### config.mk
export PLATFORM = sky130hd
export DESIGN_NAME = bus_arbiter_rr4
export DESIGN_NICKNAME = d
export VERILOG_FILES = /design/src/rtl/bus_arb_pkg.sv /design/src/rtl/mux4to1.sv /design/src/rtl/mux4to1_32bit.sv /design/src/rtl/rr_pick4.sv /design/src/rtl/bus_arbiter_rr4.sv
export SDC_FILE = /design/constraint.sdc
export NUM_CORES = 1
export LEC_CHECK = 0
export BUFFER_PORTS_ARGS = -buffer_cell sky130_fd_sc_hd__buf_2
export CAP_MARGIN = 20
export CORE_AREA = 2 2 157 159
export CTS_CLUSTER_DIAMETER = 80
export DETAILED_ROUTE_END_ITERATION = 8
export DIE_AREA = 0 0 159 161
export PLACE_DENSITY = 0.39
export SYNTH_ARGS = -nofsm -noshare
export SYNTH_HDL_FRONTEND = slang
export SYNTH_SLANG_ARGS = --single-unit
### constraint.sdc
create_clock -name clk -period 2.41 [get_ports clk]
set_input_delay 0 -clock clk [delete_from_list [all_inputs] [get_ports clk]]
set_output_delay 0 -clock clk [all_outputs]
set_load 0.01 [all_outputs]
### src/rtl/bus_arb_pkg.sv
// Shared types and constants for the 4-way round-robin bus arbiter.
package bus_arb_pkg;

    localparam int N_REQ  = 4;
    localparam int WDOG_W = 8;

    typedef enum logic [1:0] {
        IDLE  = 2'd0,
        ISSUE = 2'd1,
        WAIT  = 2'd2
    } state_t;

    typedef logic [1:0]        grant_t;
    typedef logic [WDOG_W-1:0] wdog_t;

endpackage

### src/rtl/mux4to1.sv
// 1-bit 4:1 multiplexer.
module mux4to1 (
    input  logic       d0,
    input  logic       d1,
    input  logic       d2,
    input  logic       d3,
    input  logic [1:0] sel,
    output logic       y
);

    always_comb begin
        case (sel)
            2'd0:    y = d0;
            2'd1:    y = d1;
            2'd2:    y = d2;
            default: y = d3;
        endcase
    end

endmodule

### src/rtl/mux4to1_32bit.sv
// 32-bit 4:1 multiplexer.
module mux4to1_32bit (
    input  logic [31:0] d0,
    input  logic [31:0] d1,
    input  logic [31:0] d2,
    input  logic [31:0] d3,
    input  logic [1:0]  sel,
    output logic [31:0] y
);

    always_comb begin
        case (sel)
            2'd0:    y = d0;
            2'd1:    y = d1;
            2'd2:    y = d2;
            default: y = d3;
        endcase
    end

endmodule

### src/rtl/rr_pick4.sv
// Combinational round-robin picker: first set request in order ptr+1, ptr+2, ptr+3, ptr.
module rr_pick4
    import bus_arb_pkg::*;
(
    input  logic [N_REQ-1:0] req,
    input  grant_t           ptr,
    output grant_t           idx,
    output logic             any
);

    grant_t cand;

    // Walk from lowest priority to highest so the highest-priority hit is written last.
    always_comb begin
        idx  = ptr;
        cand = '0;
        for (int k = N_REQ; k >= 1; k--) begin
            cand = ptr + grant_t'(k);
            if (req[cand]) begin
                idx = cand;
            end
        end
    end

    assign any = |req;

endmodule

### src/rtl/bus_arbiter_rr4.sv
// Round-robin sequencer sharing one 32-bit bus among 4 requesters, one transaction
// outstanding, with a watchdog that forces an error response on hung transactions.
module bus_arbiter_rr4
    import bus_arb_pkg::*;
#(
    parameter int unsigned TIMEOUT  = 255,
    parameter logic [31:0] ERR_DATA = 32'hDEAD_BEEF
) (
    input  logic                   clk,
    input  logic                   rst_n,
    input  logic [N_REQ-1:0]       req_valid,
    input  logic [N_REQ-1:0]       req_we,
    input  logic [N_REQ-1:0][31:0] req_addr,
    input  logic [N_REQ-1:0][31:0] req_wdata,
    output logic [N_REQ-1:0]       req_ready,
    output logic [N_REQ-1:0]       rsp_valid,
    output logic [31:0]            rsp_rdata,
    output logic                   bus_valid,
    output logic                   bus_we,
    output logic [31:0]            bus_addr,
    output logic [31:0]            bus_wdata,
    input  logic                   bus_ready,
    input  logic                   bus_rsp_valid,
    input  logic [31:0]            bus_rdata,
    output logic [1:0]             grant_sel,
    output logic                   busy,
    output logic                   timeout_err
);

    state_t            state_reg, state_next;
    grant_t            ptr_reg, ptr_next;
    grant_t            grant_sel_reg, grant_sel_next;
    wdog_t             wdog_reg, wdog_next;
    logic [N_REQ-1:0]  rsp_valid_reg, rsp_valid_next;
    logic [31:0]       rsp_rdata_reg, rsp_rdata_next;
    logic              timeout_err_reg, timeout_err_next;

    grant_t            pick_idx;
    logic              pick_any;
    logic [N_REQ-1:0]  grant_onehot;
    logic              wdog_expired;

    rr_pick4 u_pick (
        .req (req_valid),
        .ptr (ptr_reg),
        .idx (pick_idx),
        .any (pick_any)
    );

    genvar gi;
    generate
        for (gi = 0; gi < N_REQ; gi++) begin : g_onehot
            assign grant_onehot[gi] = (grant_sel_reg == grant_t'(gi));
        end
    endgenerate

    // Watchdog is cleared on accept, so this is the TIMEOUT-th cycle spent in WAIT.
    assign wdog_expired = (wdog_reg == wdog_t'(TIMEOUT - 1));

    always_comb begin
        state_next       = state_reg;
        ptr_next         = ptr_reg;
        grant_sel_next   = grant_sel_reg;
        wdog_next        = wdog_reg;
        rsp_valid_next   = '0;
        rsp_rdata_next   = rsp_rdata_reg;
        timeout_err_next = 1'b0;
        case (state_reg)
            IDLE: begin
                if (pick_any) begin
                    grant_sel_next = pick_idx;
                    state_next     = ISSUE;
                end
            end
            ISSUE: begin
                if (bus_ready) begin
                    wdog_next  = '0;
                    state_next = WAIT;
                end
            end
            WAIT: begin
                wdog_next = wdog_reg + wdog_t'(1);
                // A real response arriving on the expiry cycle takes precedence.
                if (bus_rsp_valid || wdog_expired) begin
                    rsp_valid_next   = grant_onehot;
                    rsp_rdata_next   = bus_rsp_valid ? bus_rdata : ERR_DATA;
                    timeout_err_next = !bus_rsp_valid;
                    ptr_next         = grant_sel_reg;
                    state_next       = IDLE;
                end
            end
            default: state_next = IDLE;
        endcase
    end

    always_ff @(posedge clk or negedge rst_n) begin
        if (!rst_n) begin
            state_reg       <= IDLE;
            ptr_reg         <= grant_t'(N_REQ - 1);
            grant_sel_reg   <= '0;
            wdog_reg        <= '0;
            rsp_valid_reg   <= '0;
            rsp_rdata_reg   <= '0;
            timeout_err_reg <= 1'b0;
        end else begin
            state_reg       <= state_next;
            ptr_reg         <= ptr_next;
            grant_sel_reg   <= grant_sel_next;
            wdog_reg        <= wdog_next;
            rsp_valid_reg   <= rsp_valid_next;
            rsp_rdata_reg   <= rsp_rdata_next;
            timeout_err_reg <= timeout_err_next;
        end
    end

    mux4to1_32bit u_addr_mux (
        .d0  (req_addr[0]),
        .d1  (req_addr[1]),
        .d2  (req_addr[2]),
        .d3  (req_addr[3]),
        .sel (grant_sel_reg),
        .y   (bus_addr)
    );

    mux4to1_32bit u_wdata_mux (
        .d0  (req_wdata[0]),
        .d1  (req_wdata[1]),
        .d2  (req_wdata[2]),
        .d3  (req_wdata[3]),
        .sel (grant_sel_reg),
        .y   (bus_wdata)
    );

    mux4to1 u_we_mux (
        .d0  (req_we[0]),
        .d1  (req_we[1]),
        .d2  (req_we[2]),
        .d3  (req_we[3]),
        .sel (grant_sel_reg),
        .y   (bus_we)
    );

    assign bus_valid   = (state_reg == ISSUE);
    assign req_ready   = grant_onehot & {N_REQ{bus_valid && bus_ready}};
    assign rsp_valid   = rsp_valid_reg;
    assign rsp_rdata   = rsp_rdata_reg;
    assign timeout_err = timeout_err_reg;
    assign grant_sel   = grant_sel_reg;
    assign busy        = (state_reg != IDLE);

endmodule
# [Word level (Yosys, flattened, before mapping)]
# Index checks and enable logic that the tools add are counted.
[word_totals] register_bits=51 output_inout_bits=110
[classes] n_addsub=4 magnitude_cmp=3 n_bitwise=1 reduce_logical=12 n_mux=23 n_eq_ne=9
[op_table] operator="32-bit case mux with 3 select lines" count=2
[op_table] operator="32-bit two-way mux" count=1
[op_table] operator="8-bit case mux with 2 select lines" count=1
[op_table] operator="2-bit two-way mux" count=6
[op_table] operator="2-bit by 3-bit < comparator with 1-bit output (second input constant)" count=3
[op_table] operator="8-bit by 1-bit adder with 8-bit output (second input constant)" count=1
[op_table] operator="8-bit equality test (second input constant)" count=1
[op_table] operator="4-bit two-way mux" count=2
[op_table] operator="8-bit two-way mux" count=1
[op_table] operator="1-bit binary-select mux with 2-bit select" count=3
[op_table] operator="2-bit equality test (second input constant)" count=3
[op_table] operator="2-bit case mux with 3 select lines" count=1
[op_table] operator="2-bit AND reduction" count=3
[op_table] operator="1-bit two-way mux" count=5
[op_table] operator="2-bit adder (second input constant)" count=2
[op_table] operator="4-bit AND" count=1
[op_table] operator="2-bit by 1-bit equality test with 1-bit output (second input constant)" count=2
[op_table] operator="2-bit logical NOT" count=2
[op_table] operator="2-bit inequality test (second input constant)" count=2
[op_table] operator="2-bit nonzero test" count=2
[op_table] operator="4-bit OR reduction" count=1
[op_table] operator="1-bit case mux with 3 select lines" count=1
[op_table] operator="3-bit AND reduction" count=1
[op_table] operator="2-bit by 1-bit adder with 2-bit output (second input constant)" count=1
[op_table] operator="other kinds (4)" count=4

# [Logic depth before layout (Yosys ltp)]
[depth] word_depth=6 mapped_depth=6 ltp_nobuf=5

# [Modules after synthesis]
# A second synthesis with hierarchy kept.
[hier_totals] hier_cells=247 area_unflattened_um2=3773.6
[by_module_without_submodules] mod="bus_arbiter_rr4" area_each_um2=2035.7 n_inst=1 seq_area_each_um2=1278.7 cells_per_inst=156
[by_module_without_submodules] mod="mux4to1_32bit" area_each_um2=814.5 n_inst=2 seq_area_each_um2=0.0 cells_per_inst=39
[by_module_without_submodules] mod="rr_pick4" area_each_um2=86.3 n_inst=1 seq_area_each_um2=0.0 cells_per_inst=12
[by_module_without_submodules] mod="mux4to1" area_each_um2=22.5 n_inst=1 seq_area_each_um2=0.0 cells_per_inst=1

# [Worst setup path before layout]
# No wires, ideal clock.
[synth_path] path_kind="register to output" from="register grant_sel_reg[0], in the netlist grant_sel[0]" to="output port bus_addr[28]" path_buffers=2 path_slack_ns=0.925 t_arrival_ns=1.485 required_ns=2.410 path_stages_with_launch=4 path_cell_list="dfrtp_1 > buf_2 > buf_1 > mux4_2"
[synth_via] elab_chain_cells=2
[synth_lines] item="start: declaration" line_no="bus_arbiter_rr4.sv:32" text="grant_t grant_sel_reg, grant_sel_next;"
[synth_lines] item="start signal: assignment" line_no="bus_arbiter_rr4.sv:108" text="grant_sel_reg <= grant_sel_next;"
[synth_lines] item="2-bit equality test (tied with other cells)" line_no="mux4to1_32bit.sv:12" text="case (sel)"
[synth_lines] item="32-bit case mux with 3 select lines *" line_no="mux4to1_32bit.sv:12"
[synth_lines] item="end: declaration" line_no="bus_arbiter_rr4.sv:20" text="output logic [31:0] bus_addr,"
# Mark *: on every way between the ends. The rest lies on a longest branch, timed or not.

# [Final worst setup path]
[layout_path] from="register grant_sel_reg[0], in the netlist grant_sel[0]" to="output port bus_addr[31]"
# The elaborated chain is that of the path after synthesis.

==> results by group <==
Outcome
  • Status: finished clean

Die
  • Core Box Area: 23,960 µm²
  • Initial Utilization: 0.1506
  • Die area: 25,600 µm²
  • Chip width: 159 µm
  • Row Count: 57
  • # IOs: 410
  • Die Y: 161 µm

Timing
  • Hold Vio Cnt, Final: 0
  • Slew Limit Fails: 0
  • Hold WS: 93.16 ps
  • Setup_tns: 0 ps
  • Fmax: roughly 480 MHz
  • Final worst setup slack: about 320 ps
  • RSZ-0062 raised after global routing: no
  • Clock skew: 6.043 ps
  • Slew headroom: 0.5650
  • Actual slew at the worst max-slew pin: 650.2 ps
  • Min cycle time layout: approximately 2100 ps
  • Final Cycle Share: 0.8658
  • # setup viols final: 0

Worst setup path
  • R2r startpoint: wdog_reg[3]
  • Crit-path max FO: 30
  • RR Endpoint: rsp_rdata[24]
  • Worst reg2reg setup slack: roughly 700 ps
  • Crit start category: flip-flop
  • Worst EP required: 2410 ps
  • R2R depth: 4
  • CP Data Arrival Time: 2090 ps
  • Crit Path Category: reg -> out
  • CP Capture Type: primary output

Finish
  • Fin util: 0.2760
  • Layout cells sized above 1: 0.7358
  • Post-layout net count: between 900 and 1k
  • Area growth from synthesis to layout: 83.25%
  • Largest register FFs: 32
  • Fillers: 2,588

Place
  • Hpwl dp: 20,550 µm
  • Number of port buffers: 409
  • Worst Setup Slack post-DPL: 613.0 ps
  • GP Congestion: 0.9560

Synth
  • Async SR Flop Fraction: 1.000
  • Count leader, synth: mux4_2
  • Post-synth top cells: mux4_2 (65), dfrtp_1 (49), o22a_1 (24)
  • Post-synth cell types: 36
  • Post-synth top area cell: mux4_2
  • Synth Warn #: 0
  • #FFs+latches synth: between 50 and 60
  • Post-synth EDFFs: 0
  • Seq/Total Area, Yosys: 0.3544
  • Synth top area share: 0.4057
  • Mean Syn Cell Area: 14.61 µm²
  • Cells after Synth: around 250
  • Synth top area cells: mux4_2 (41%), dfrtp_1 (34%), o22a_1 (5.8%)
  • Main synth FF type: dfrtp_1
  • Synthesized cell area: 3608 µm²
  • Syn nets: 549

CTS
  • Reg clk slew, reported paths: about 80 ps
  • Max H-tree Level: 2
  • Post-cts resize count: 0
  • CTS tree: built
  • Number of buffers created by CTS: 5
  • Clock Sinks: 51
  • Clock Latency Late Sink: 300 ps
  • Max clock buf depth: 2
  • Root Buffer: clkbuf_16

Route
  • Iteration-0 DRC Markers: a little under 200
  • Wire per inst: 22.65 µm
  • Via count: between 4k and 5k
  • Drt total wl: ~23,000 µm
  • Post-route ant nets: 0
  • Post-route DRC violation count: 0
  • First-pass iteration count of the detailed router: 5
  • Drt via density: approximately 4.3

GRT
  • First-pass GRT wire length: 32,560 µm
  • Total grt overflow: 0
  • Vias in the first global route: 4,710
  • Antenna violations before repair: 30
  • Largest net degree at the start of global routing: 48
  • Total track usage: 0.1773

Worst hold path
  • Hold Crit Class: in -> reg
  • Hold Crit Endpoint: grant_sel[0]
  • Min-Delay Path Depth: 3
  • Worst min-delay path startpoint: req_valid[3]

Pwr
  • Worst ir drop on vdd: 0.4606 mV
  • Leakage Power: 3.176 nW
  • Overall Power: around 6.4 mW
  • PwrDens: 972.5 nW/µm²

Job
  • Max-cap viol count: 0
==> layer usage <==
| layer | up-vias | global-route usage | share of wire |
|---|---|---|---|
| li1 | 1943 | - | - |
| met1 | 2124 | 0.2095 | 0.38 |
| met2 | 307 | 0.2555 | 0.42 |
| met3 | 37 | 0.1287 | 0.18 |
| met4 | 20 | 0.04174 | 0.014 |
| met5 | - | 0.03030 | 0.0057 |
==> cells in the final DEF (no fill, tap or decap), drive strengths merged, types with 4 or more instances in the layout <==
cell type,Yosys,layout
o21ai,8,8
diode,0,16
buf,12,421
a22o,9,9
mux4,65,65
inv,6,8
nand2,11,11
o22a,24,24
dfrtp,49,49
nand2b,5,5
nor2,12,12
clkbuf,10,5
nand3,5,5
nor3,4,4
dlygate4sd3,0,35
==> cell type report <==
type | instances | area, µm² | share of cell area
Clock buffer | 5 | 125.1 | 0.01892
Clock inverter | 3 | 27.53 | 0.004163
Timing Repair Buffer | 456 | 2512 | 0.3799
Tap cell | 324 | 405.4 | 0.06131
Sequential cell | 51 | 1286 | 0.1945
Multi-Input combinational cell | 168 | 2193 | 0.3317
Antenna cell | 16 | 40.04 | 0.006055
Inverter | 6 | 22.52 | 0.003406
==> stage by stage <==
| stage | area (µm²) | instances |
|---|---|---|
| global placement | 6070 | 970 |
| detailed placement | 6070 | 970 |
| CTS | 6573 | 1013 |
| global route | 6590 | 1020 |
| floorplan | 3608 | 247 |
| finish | 6613 | 1029 |
==> cells by family after synthesis <==
| group | count (synthesis) | synth area share |
|---|---|---|
| flip-flops | 51 | 0.3544 |
| XOR/XNOR | 2 | 0.004855 |
| AND/OR/NAND/NOR | 44 | 0.06311 |
| multiplexers | 70 | 0.4202 |
| AO/OA/AOI/OAI | 50 | 0.1127 |
| buffers and inverters | 28 | 0.03779 |
| adder cells (fa/ha/maj) | 2 | 0.006934 |
==> worst max-delay path, stage by stage, from the launching register on <==
cell and delay (ps):
dfrtp_4 770, buf_4 320, mux4_2 530, buf_2 160
==> report_power, final <==
group	switching, mW	leakage, nW	internal, mW
Clock	0.363	0.0724	0.397
Combinational	1.83	2.50	2.20
Sequential	0.457	0.603	1.18
==> how the worst max path moves through the flow <==
stage | start | slack (ps) | to
finish | grant_sel[0] | 320 | bus_addr[31]
global route | grant_sel[0] | 180 | bus_addr[31]
CTS | grant_sel[0] | 250 | bus_addr[31]
detailed placement | grant_sel[0] | 610 | bus_wdata[30]
global placement | grant_sel[0] | 600 | bus_wdata[30]
floorplan | grant_sel[0] | 920 | bus_addr[28]
==> timing repair <==
item / CTS / global route
endpoints found under the setup margin: 0 / 0
buffers inserted: 0 / 0
hold buffers: 35 / 0
hold endpoints to repair: 55 / 0
Power figures use the tool's default switching activity.
